<file path="src/rtl/seg_scan_driver.sv">
// Scan driver for a common-anode 7-segment display: latches converter results into a
// digit history and time-multiplexes it with a blanking lead-in per slot.
// Optional build macro SEG_SCAN_BLINK_OVF_EN makes overflow digits blink (256-frame period).
module seg_scan_driver #(
    parameter int NUM_DIGITS   = 4,
    parameter int REFRESH_DIV  = 50000,
    parameter int BLANK_CYCLES = 500
) (
    input  logic                  clk,
    input  logic                  rst_n,
    input  logic [6:0]            seg_in,
    input  logic                  ovf_in,
    input  logic                  load_valid,
    output logic                  load_ready,
    input  logic                  clr,
    output logic [NUM_DIGITS-1:0] an,
    output logic [6:0]            seg_out,
    output logic                  dp_out
);

    localparam int CW = $clog2(REFRESH_DIV);
    localparam int IW = $clog2(NUM_DIGITS);
    localparam logic [CW-1:0] CNT_LAST = CW'(REFRESH_DIV - 1);
    localparam logic [CW-1:0] BLK_LAST = CW'(BLANK_CYCLES - 1);
    localparam logic [IW-1:0] IDX_LAST = IW'(NUM_DIGITS - 1);
    localparam logic [6:0]    PAT_E    = 7'b1111001;

    typedef enum logic {S_BLANK, S_DRIVE} state_t;

    state_t                 state_q;
    logic [CW-1:0]          cnt_q;
    logic [IW-1:0]          idx_q;
    logic [NUM_DIGITS-1:0]  an_q;
    logic [6:0]             seg_q;
    logic                   dp_q;

    logic                   pend_q, pend_d;
    logic                   ready_q;
    logic [6:0]             pseg_q;
    logic                   povf_q;
    logic [NUM_DIGITS-1:0]  hval_q;
    logic [NUM_DIGITS-1:0]  hovf_q;
    logic [6:0]             hseg_q [NUM_DIGITS];

    logic                   accept;
    logic                   commit;
    logic                   blink_off;
    logic [6:0]             pat;
    logic [NUM_DIGITS-1:0]  an_sel;

`ifdef SEG_SCAN_BLINK_OVF_EN
    logic [7:0] frm_q;

    always_ff @(posedge clk or negedge rst_n) begin
        if (!rst_n) begin
            frm_q <= 8'd0;
        end else if (state_q == S_DRIVE && cnt_q == CNT_LAST && idx_q == IDX_LAST) begin
            frm_q <= frm_q + 8'd1;
        end
    end

    assign blink_off = frm_q[7];
`else
    assign blink_off = 1'b0;
`endif

    // Only one result can wait; it is committed when a new slot begins.
    assign accept = load_valid & ready_q & ~clr;
    assign commit = (cnt_q == '0) & pend_q & ~clr;

    always_comb begin
        pend_d = pend_q;
        if (clr || commit) begin
            pend_d = 1'b0;
        end else if (accept) begin
            pend_d = 1'b1;
        end
    end

    always_ff @(posedge clk or negedge rst_n) begin
        if (!rst_n) begin
            pend_q  <= 1'b0;
            ready_q <= 1'b1;
            pseg_q  <= 7'h00;
            povf_q  <= 1'b0;
            hval_q  <= '0;
            hovf_q  <= '0;
            for (int i = 0; i < NUM_DIGITS; i++) begin
                hseg_q[i] <= 7'h00;
            end
        end else begin
            pend_q  <= pend_d;
            ready_q <= ~pend_d;
            if (accept) begin
                pseg_q <= seg_in;
                povf_q <= ovf_in;
            end
            if (clr) begin
                hval_q <= '0;
            end else if (commit) begin
                hval_q <= {hval_q[NUM_DIGITS-2:0], 1'b1};
                hovf_q <= {hovf_q[NUM_DIGITS-2:0], povf_q};
                for (int i = NUM_DIGITS - 1; i > 0; i--) begin
                    hseg_q[i] <= hseg_q[i-1];
                end
                hseg_q[0] <= pseg_q;
            end
        end
    end

    always_comb begin
        pat = 7'h00;
        if (hval_q[idx_q]) begin
            pat = hovf_q[idx_q] ? (blink_off ? 7'h00 : PAT_E) : hseg_q[idx_q];
        end
    end

    always_comb begin
        an_sel        = '1;
        an_sel[idx_q] = 1'b0;
    end

    // Outputs are registered from the current state, so they trail it by one cycle.
    always_ff @(posedge clk or negedge rst_n) begin
        if (!rst_n) begin
            state_q <= S_BLANK;
            cnt_q   <= '0;
            idx_q   <= '0;
            an_q    <= '1;
            seg_q   <= 7'h7F;
            dp_q    <= 1'b1;
        end else begin
            an_q  <= (state_q == S_DRIVE) ? an_sel : '1;
            seg_q <= (state_q == S_DRIVE) ? ~pat : 7'h7F;
            dp_q  <= ~((state_q == S_DRIVE) && (idx_q == '0));
            case (state_q)
                S_BLANK: begin
                    cnt_q <= cnt_q + 1'b1;
                    if (cnt_q == BLK_LAST) begin
                        state_q <= S_DRIVE;
                    end
                end
                S_DRIVE: begin
                    if (cnt_q == CNT_LAST) begin
                        cnt_q   <= '0;
                        state_q <= S_BLANK;
                        idx_q   <= (idx_q == IDX_LAST) ? '0 : idx_q + 1'b1;
                    end else begin
                        cnt_q <= cnt_q + 1'b1;
                    end
                end
                default: state_q <= S_BLANK;
            endcase
        end
    end

    assign load_ready = ready_q;
    assign an         = an_q;
    assign seg_out    = seg_q;
    assign dp_out     = dp_q;

endmodule

</file>
<file path="config.mk">
export PLATFORM = sky130hd
export DESIGN_NAME = seg_scan_driver
export DESIGN_NICKNAME = d
export VERILOG_FILES = /design/src/rtl/seg_scan_driver.sv
export SDC_FILE = /design/constraint.sdc
export NUM_CORES = 1
export LEC_CHECK = 0
export CORE_ASPECT_RATIO = 2
export CORE_UTILIZATION = 50
export CTS_CLUSTER_SIZE = 20
export DETAILED_ROUTE_END_ITERATION = 12
export PLACE_DENSITY = 0.7
export SYNTH_ARGS = -nofsm -noshare
export SYNTH_HDL_FRONTEND = slang
export SYNTH_SLANG_ARGS = --single-unit
</file>
<file path="constraint.sdc">
create_clock -name clk -period 3.1 [get_ports clk]
set_input_delay 0.93 -clock clk [delete_from_list [all_inputs] [get_ports clk]]
set_output_delay 0.93 -clock clk [all_outputs]
set_load 0.01 [all_outputs]
</file>
* Word-level counts from Yosys, hierarchy flattened *
Index checks and enable logic that the tools add are counted.

cells by class
  add/sub/neg operators = 2
  $lt $le $gt $ge = 3
  eq/ne operators = 3
  muxes and demuxes = 23
  bitwise gates (word level) = 11
  reduce and logical (&&, ||, !) cells = 8

operators by type and width
  operator                                                                             number
  7-bit 2-to-1 mux                                                                     5
  16-bit case mux with 2 select lines                                                  1
  16-bit by 1-bit adder with 16-bit output, second input constant                      1
  16-bit == test, second input constant                                                1
  16-bit by 9-bit == test with 1-bit output, second input constant                     1
  16-bit logical NOT                                                                   1
  16-bit 2-to-1 mux                                                                    1
  7-bit binary-select mux with 2-bit select                                            1
  4-bit 2-to-1 mux                                                                     3
  1-bit 2-to-1 mux                                                                     7
  7-bit inverter                                                                       1
  1-bit AND                                                                            4
  1-bit binary-select mux with 2-bit select                                            2
  1-bit inverter                                                                       4
  4-bit inverter                                                                       1
  2-bit AND reduction                                                                  2
  3-bit greater-or-equal comparator, second input constant                             1
  2-bit by 3-bit < comparator with 1-bit output, second input constant                 1
  2-bit inverter with 3-bit output                                                     1
  2-bit by 1-bit adder with 2-bit output, second input constant                        1
  1-bit demux with 2-bit select                                                        1
  2-bit == test, second input constant                                                 1
  2-bit by 1-bit greater-or-equal comparator with 1-bit output, second input constant  1
  1-bit logical AND                                                                    2
  5 further kinds                                                                      5

storage, ports and cells
  bits in registers = 77
  bits of input ports = 12
  output and inout bits = 13
  logic and storage cells = 66

* Longest topological paths before layout *
Gate-level depths: netlist of the first run.

  depth after elaboration = 8
  mapped depth = 7
  mapped depth without buffers = 6

* Worst setup path before layout of the first run *
No wires, ideal clock.

  path type = flip-flop to flip-flop
  from = register cnt_q[11]
  to = register hovf_q[3]
  library setup time = 0.125 ns
  arrival time = 1.890 ns
  required time = 2.975 ns
  slack = 1.085 ns
  cell stages (with the launch flop) = 6
  path buffers = 1
  period minus slack after synthesis = 2.015 ns
  path through = dfrtp_1 or4_4 nor4_4 nand3b_4 buf_6 mux2_4

between the ends
  word-level cells in the longest chain between the ends = 4

RTL lines
  item                           line  text
  start, declared                31    logic [CW-1:0] cnt_q;
  start signal, assigned         138   cnt_q <= cnt_q + 1'b1;
  start signal, assigned         149   cnt_q <= cnt_q + 1'b1;
  16-bit logical NOT             69    assign commit = (cnt_q == '0) & pend_q & ~clr;
  1-bit AND (2 in a row)         69
  2-bit AND reduction (no line)  n/a
  end signal, assigned           102   hovf_q <= {hovf_q[NUM_DIGITS-2:0], povf_q};
  end, declared                  42    logic [NUM_DIGITS-1:0] hovf_q;

Every way passes these cells.
A chain may end at the register's enable or synchronous reset.

==> results of run 1 <==
synth_stat cells (all sizes together):
cell / count / area [um^2]
xnor2: 5 / 43.79
o21ai: 7 / 35.03
buf: 6 / 50.04
a21oi: 4 / 20.02
nor2: 14 / 52.55
mux2: 40 / 551.8
nor4: 4 / 40.04
ha: 6 / 75.07
nand2: 10 / 37.54
nand3b: 4 / 42.54
a31oi: 1 / 6.260
nor2b: 2 / 12.51
or3b: 1 / 8.760
or4bb: 1 / 11.26
dfrtp: 64 / 1602
nor3: 3 / 20.02
nand3: 4 / 20.02
and2: 3 / 20.03
o31ai: 1 / 7.510
nand4: 5 / 31.28
and4: 1 / 8.760
or4: 3 / 26.27
inv: 8 / 30.03
o2bb2ai: 3 / 26.28
clkbuf: 1 / 3.750
dfstp: 12 / 315.3
xor2: 8 / 70.07
nand2b: 2 / 12.51
mux4: 9 / 202.7
layer usage:
metal  wire length [um]  vias to the layer above  track usage, %  share of wire [%]
met3                144                       15           3.829                2.4
met1               2334                      998           23.37                 40
met5                  0                        -               0                  0
li1                   -                      879               -                  -
met2               3146                       31           30.56                 53
met4                278                        0           14.68                4.7
through the flow:
stage,cell area (um^2),utilization (%)
CTS,3975,60.51
floorplan,3383,-
finish,3975,60.51
global placement,3692,56.21
global route,3975,60.51
detailed placement,3692,56.21
cell type report:
cell class	instances	share of cell area, %
sequential	76	48.22
clock buffer	15	6.988
timing repair buffer	26	6.358
multi-input combinational	141	34.78
clock inverter	1	0.1259
tap	88	2.770
inverter	8	0.7554
cell families (layout without fill, tap and decap cells):
| group | Yosys count | in the layout | synth area share (%) |
|---|---|---|---|
| AO/OA/AOI/OAI | 16 | 16 | 2.811 |
| XOR/XNOR | 13 | 13 | 3.365 |
| adder cells (fa/ha/maj) | 6 | 6 | 2.219 |
| buffers and inverters | 15 | 50 | 2.478 |
| flip-flops | 76 | 76 | 56.66 |
| multiplexers | 49 | 49 | 22.30 |
| AND/OR/NAND/NOR | 57 | 57 | 10.17 |
report_power, final:
part / internal, mW / switching [mW]
sequential: 1.02 / 0.0119
combinational: 0.0334 / 0.0313
clock: 0.607 / 0.371
worst max path at each step:
| stage | from | to | slack [ps] |
|---|---|---|---|
| after CTS | an[0] | dp_out | 740 |
| after floorplan | cnt_q[11] | hovf_q[3] | 1080 |
| after global routing | cnt_q[0] | hseg_q[25] | 730 |
| after detailed placement | clr | hseg_q[1] | 460 |
| after global placement | clr | hseg_q[1] | 500 |
| final | an[0] | dp_out | 750 |
state kept, by name, indices dropped and copies added, names as in the netlist, 2 cells and up:
register / count
seg_out: 7
an: 4
pseg_q: 7
cnt_q: 16
idx_q: 2
hseg_q: 28
hval_q: 4
hovf_q: 4
cell usage in the layout (no fill, tap or decap), types with 7 or more instances in the layout:
cell and count:
clkbuf_16 9, clkdlybuf4s50_1 23, dfrtp_1 64, dfstp_2 12, inv_1 8, mux2_2 13, mux2_4 27, mux4_2 9
nand2_1 10, nor2_1 14, o21ai_0 7, xor2_1 8
==> flow_metrics.env, run 1 <==
export IMPL_rrSetupSlack_ps=830
export IMPL_drv_slew=0
export IMPL_via_count=1923
export IMPL_critPathCaptureType="output port"
export IMPL_setup_ws_ps=748.7
export IMPL_place_inst=339
export IMPL_p_per_area_mw_per_mm2=521.0
export IMPL_cts_resized=0
export IMPL_start_util_pct=51.50
export IMPL_grt_pass1_wl_um=10140
export IMPL_dp_hpwl_um=3917
export IMPL_drt_total_wl_um=5903
export IMPL_cp_depth=1
export IMPL_whs_ps=500.5
export IMPL_synth_seq_cells=76
export IMPL_core_rowCount=42
export IMPL_dieArea_mm2=0.007119
export IMPL_fmax_mhz=425.3
export IMPL_p_leak_nw=1.867
export IMPL_worstHoldEndpoint="hovf_q[0]"
export IMPL_drt_vias_per_instance=5.417
export IMPL_syn_num_nets=250
export IMPL_avgRoutedWirePerCell_um=16.63
export IMPL_cts_reportedPaths_clkPinSlew_ps=60
export IMPL_fillerInstances=542
export IMPL_antenna_left=0
export IMPL_setup_violations=0
export IMPL_die_y_um=118.3
export IMPL_r2r_cells=5
export IMPL_drt_iter0_markers=71
export IMPL_min_from="povf_q"
export IMPL_ff_latch_area_mm2=0.001917
export IMPL_crit_fanout=2
export IMPL_numCtsBuffers=9
export IMPL_cp_data_arrival_time_ps=1420
export IMPL_p_total_mw=2.071
export IMPL_grt_pass1_vias=2082
export IMPL_syn_to_final_growth_pct=17.49
export IMPL_rsz0062_at_grt="no"
export IMPL_path_cells="clkdlybuf4s50_1"
export IMPL_gp_congestion=0.8203
export IMPL_die_x_um=60.17
export IMPL_cts_tree="built"
export IMPL_netlist_instances=232
export IMPL_ys_types=39
export IMPL_tns_ps=0
export IMPL_fin_nets=280
export IMPL_multi_input_area_mm2=0.001383
export IMPL_ys_warn_count=0
export IMPL_clockBufferDepth=2
export IMPL_io_buffers=24
export IMPL_startpoint_type="register"
export IMPL_worstMarginPinSlew_ps=930.3
export IMPL_grtUsageTotal_pct=19.79
export IMPL_hold_violations=0
export IMPL_firstDrtPassIters=4
export IMPL_dpl_worst_slack_ps=463.6
export IMPL_drive_gt1_share_pct=31.09
export IMPL_num_antenna_cells=0
export IMPL_hp_class="register to register"
export IMPL_path_class="register to output port"
export IMPL_fin_skew_ps=4.685
export IMPL_clk_latency_ps=330
export IMPL_yosysSeqAreaShare_pct=56.66
export IMPL_r2r_end="hseg_q[22]"
export IMPL_clock_sinks=76
export IMPL_antenna_found_initial=0
export IMPL_ctsHoldBuffers=0
export IMPL_cp_required_ps=2170
export IMPL_htree_num_levels=3
export IMPL_synth_area_mm2=0.003383
export IMPL_critPathBufInv=1
export IMPL_relSlewSlack_pct=37.98
export IMPL_min_period_ps=2351
export IMPL_cap_viol_max_count=0
export IMPL_avgSynthCellArea_um2=14.58
export IMPL_cts_root_buf="clkbuf_16"
export IMPL_r2r_start="cnt_q[11]"
export IMPL_num_io_pins=25
export IMPL_critPathMaxStageDelay_ps=550
export IMPL_layout_cells_non_filler=355
export IMPL_status="finished clean"
export IMPL_period_share_pct=75.85
export IMPL_cts_setup_buffers=0
export IMPL_ir_drop_mv=0.2550
export IMPL_gr_total_overflow=0
export IMPL_core_area_mm2=0.006569
export IMPL_crit_family="flip-flops"
export IMPL_hold_depth=1
export IMPL_grt_max_degree=77
export IMPL_drc=0
export IMPL_crit_slowest_cell="dfstp_2"
Note: power is estimated with default switching activity, not from simulation.
==> inputs of run 2 (changes only) <==
Settings changed: PLACE_DENSITY 0.7 to 0.72.
Clock period 3.1 ns to 2.08 ns, I/O delays scaled along.
==> run 2 against run 1 <==
Effect of this change:
- hold slack worse by 280 ps
- register-to-register slack worse by 760 ps
- cell count up 5.1%
- critical endpoint is now load_ready
- clock skew grew 3.0 ps
- core utilization up 3.0 points
- critical path depth unchanged
- critical path type unchanged
==> flow_metrics.env, run 2 (same netlist as run 1, synthesis figures left out) <==
export IMPL_status="finished clean"
export IMPL_reg_top3="hseg_q (28), cnt_q (16)"
export IMPL_avgRoutedWirePerCell_um=17.02
export IMPL_core_area_mm2=0.006569
export IMPL_numCtsBuffers=9
export IMPL_comb_power_share_pct=3.5
export IMPL_cts_tree="built"
export IMPL_crit_fanout=3
export IMPL_num_io_pins=25
export IMPL_drive_gt1_share_pct=35.79
export IMPL_drt_vias_per_instance=5.346
export IMPL_setup_violations=0
export IMPL_min_period_ps=2039
export IMPL_largest_reg_flops=28
export IMPL_cts_setup_buffers=0
export IMPL_worstMarginPinSlew_ps=402.3
export IMPL_setup_ws_ps=41.37
export IMPL_ctsHoldBuffers=0
export IMPL_dieArea_mm2=0.007119
export IMPL_final_common_cell="dfrtp_1"
export IMPL_gp_congestion=0.8468
export IMPL_die_x_um=60.17
export IMPL_regMostFlops="hseg_q"
export IMPL_layout_cells_non_filler=373
export IMPL_p_clk_share_pct=46.9
export IMPL_crit_slowest_cell="dfstp_2"
export IMPL_die_y_um=118.3
export IMPL_fillerInstances=492
export IMPL_fmax_mhz=490.5
export IMPL_layout_common_cells="dfrtp_1, mux2_4, clkdlybuf4s50_1"
export IMPL_grt_pass1_wl_um=10640
export IMPL_path_cells="clkdlybuf4s50_1"
export IMPL_firstDrtPassIters=4
export IMPL_rsz0062_at_grt="yes"
export IMPL_htree_num_levels=3
export IMPL_critPathCaptureType="output port"
export IMPL_start_util_pct=51.50
export IMPL_startpoint_type="register"
export IMPL_core_rowCount=42
export IMPL_drt_total_wl_um=6347
export IMPL_cp_data_arrival_time_ps=1410
export IMPL_drc=0
export IMPL_critPathMaxStageDelay_ps=550
export IMPL_gr_total_overflow=0
export IMPL_cap_viol_max_count=0
export IMPL_ir_drop_mv=0.4227
export IMPL_cts_reportedPaths_clkPinSlew_ps=50
export IMPL_crit_family="flip-flops"
export IMPL_antenna_left=0
export IMPL_io_buffers=24
export IMPL_critPathBufInv=1
export IMPL_clock_sinks=76
export IMPL_p_per_area_mw_per_mm2=741.4
export IMPL_fin_skew_ps=7.733
export IMPL_period_share_pct=98.01
export IMPL_clk_latency_ps=330
export IMPL_num_antenna_cells=0
export IMPL_grt_pass1_vias=2195
export IMPL_place_inst=357
export IMPL_p_seq_share_pct=49.6
export IMPL_p_sw_mw=0.6135
export IMPL_p_leak_nw=1.979
export IMPL_dp_hpwl_um=4388
export IMPL_cp_required_ps=1460
export IMPL_internal_power_mw=2.478
export IMPL_syn_to_final_growth_pct=23.26
export IMPL_fin_nets=298
export IMPL_path_class="register to output port"
export IMPL_relSlewSlack_pct=73.18
export IMPL_antenna_found_initial=0
export IMPL_cts_root_buf="clkbuf_16"
export IMPL_dpl_worst_slack_ps=65.35
export IMPL_grt_max_degree=50
export IMPL_hp_class="input port to asynchronous set/reset pin"
export IMPL_swShare_pct=19.84
export IMPL_hold_violations=0
export IMPL_drt_iter0_markers=122
export IMPL_clockBufferDepth=2
export IMPL_grtUsageTotal_pct=20.68
export IMPL_via_count=1994
export IMPL_drv_slew=0
[run 2: area by class of cell]
| cell class | instances | area (um^2) | share of cell area (%) |
|---|---|---|---|
| Clock inverter | 1 | 5.005 | 0.1200 |
| Inverter | 8 | 30.03 | 0.7201 |
| Multi-Input combinational cell | 141 | 1393 | 33.39 |
| Clock buffer | 15 | 277.8 | 6.661 |
| Tap cell | 88 | 110.1 | 2.640 |
| Timing Repair Buffer | 44 | 437.9 | 10.50 |
| Sequential cell | 76 | 1917 | 45.96 |
[run 2: worst paths after layout]
| path | from | end | slack [ps] | cells past startpoint |
|---|---|---|---|---|
| max | load_ready | load_ready | 40 | 1 |
| min | rst_n | pseg_q[0] | 220 | 1 |
| max reg2reg | cnt_q[11] | hseg_q[23] | 70 | 5 |
| min reg2reg | hseg_q[4] | hseg_q[4] | 500 | 1 |
| max in group asynchronous | rst_n | an[0] | 1220 | 2 |
| min in group clk | hseg_q[4] | hseg_q[4] | 500 | 1 |
[run 2: layer usage]
metal,GRT usage (%),wire length [um],up-vias
li1,-,-,924
met1,24.44,2433,1018
met2,33.86,3557,37
met3,4.923,160,15
met4,9.884,195,0
met5,0,0,-
[run 2: through the flow]
stage / power (mW) / setup TNS, ps / util [%] / hold WS, ps / cell area [um^2]
6_report: 3.092 / 0 / 63.49 / 219.4 / 4170
3_5_place_dp: 1.669 / 0 / 59.03 / 492.2 / 3877
5_1_grt: 3.201 / -437.1 / 63.49 / 239.9 / 4170
4_1_cts: 3.121 / 0 / 63.33 / 222.9 / 4160
2_1_floorplan: 1.592 / 0 / - / 328.4 / 3383
3_3_place_gp: 1.664 / 0 / 59.03 / 484.1 / 3877
[run 2: timing repair]
item	in CTS	in global routing
gates resized for setup	0	2
endpoints found under the setup margin	0	31
endpoints found under the hold margin	0	0
[run 2: power groups by stage]
stage / clock (mW) / combinational, mW / sequential, mW
2_1_floorplan: 0 / 0.0390 / 1.55
3_3_place_gp: 0 / 0.106 / 1.56
3_5_place_dp: 0 / 0.110 / 1.56
4_1_cts: 1.48 / 0.110 / 1.53
5_1_grt: 1.55 / 0.119 / 1.54
6_report: 1.45 / 0.107 / 1.53
==> inputs of run 3 (changes only) <==
Settings changed: ABC_CLOCK_PERIOD_IN_PS set to 2080.
==> results of run 3 <==
The final DEF is identical to that of run 2; final timing and power are the same.
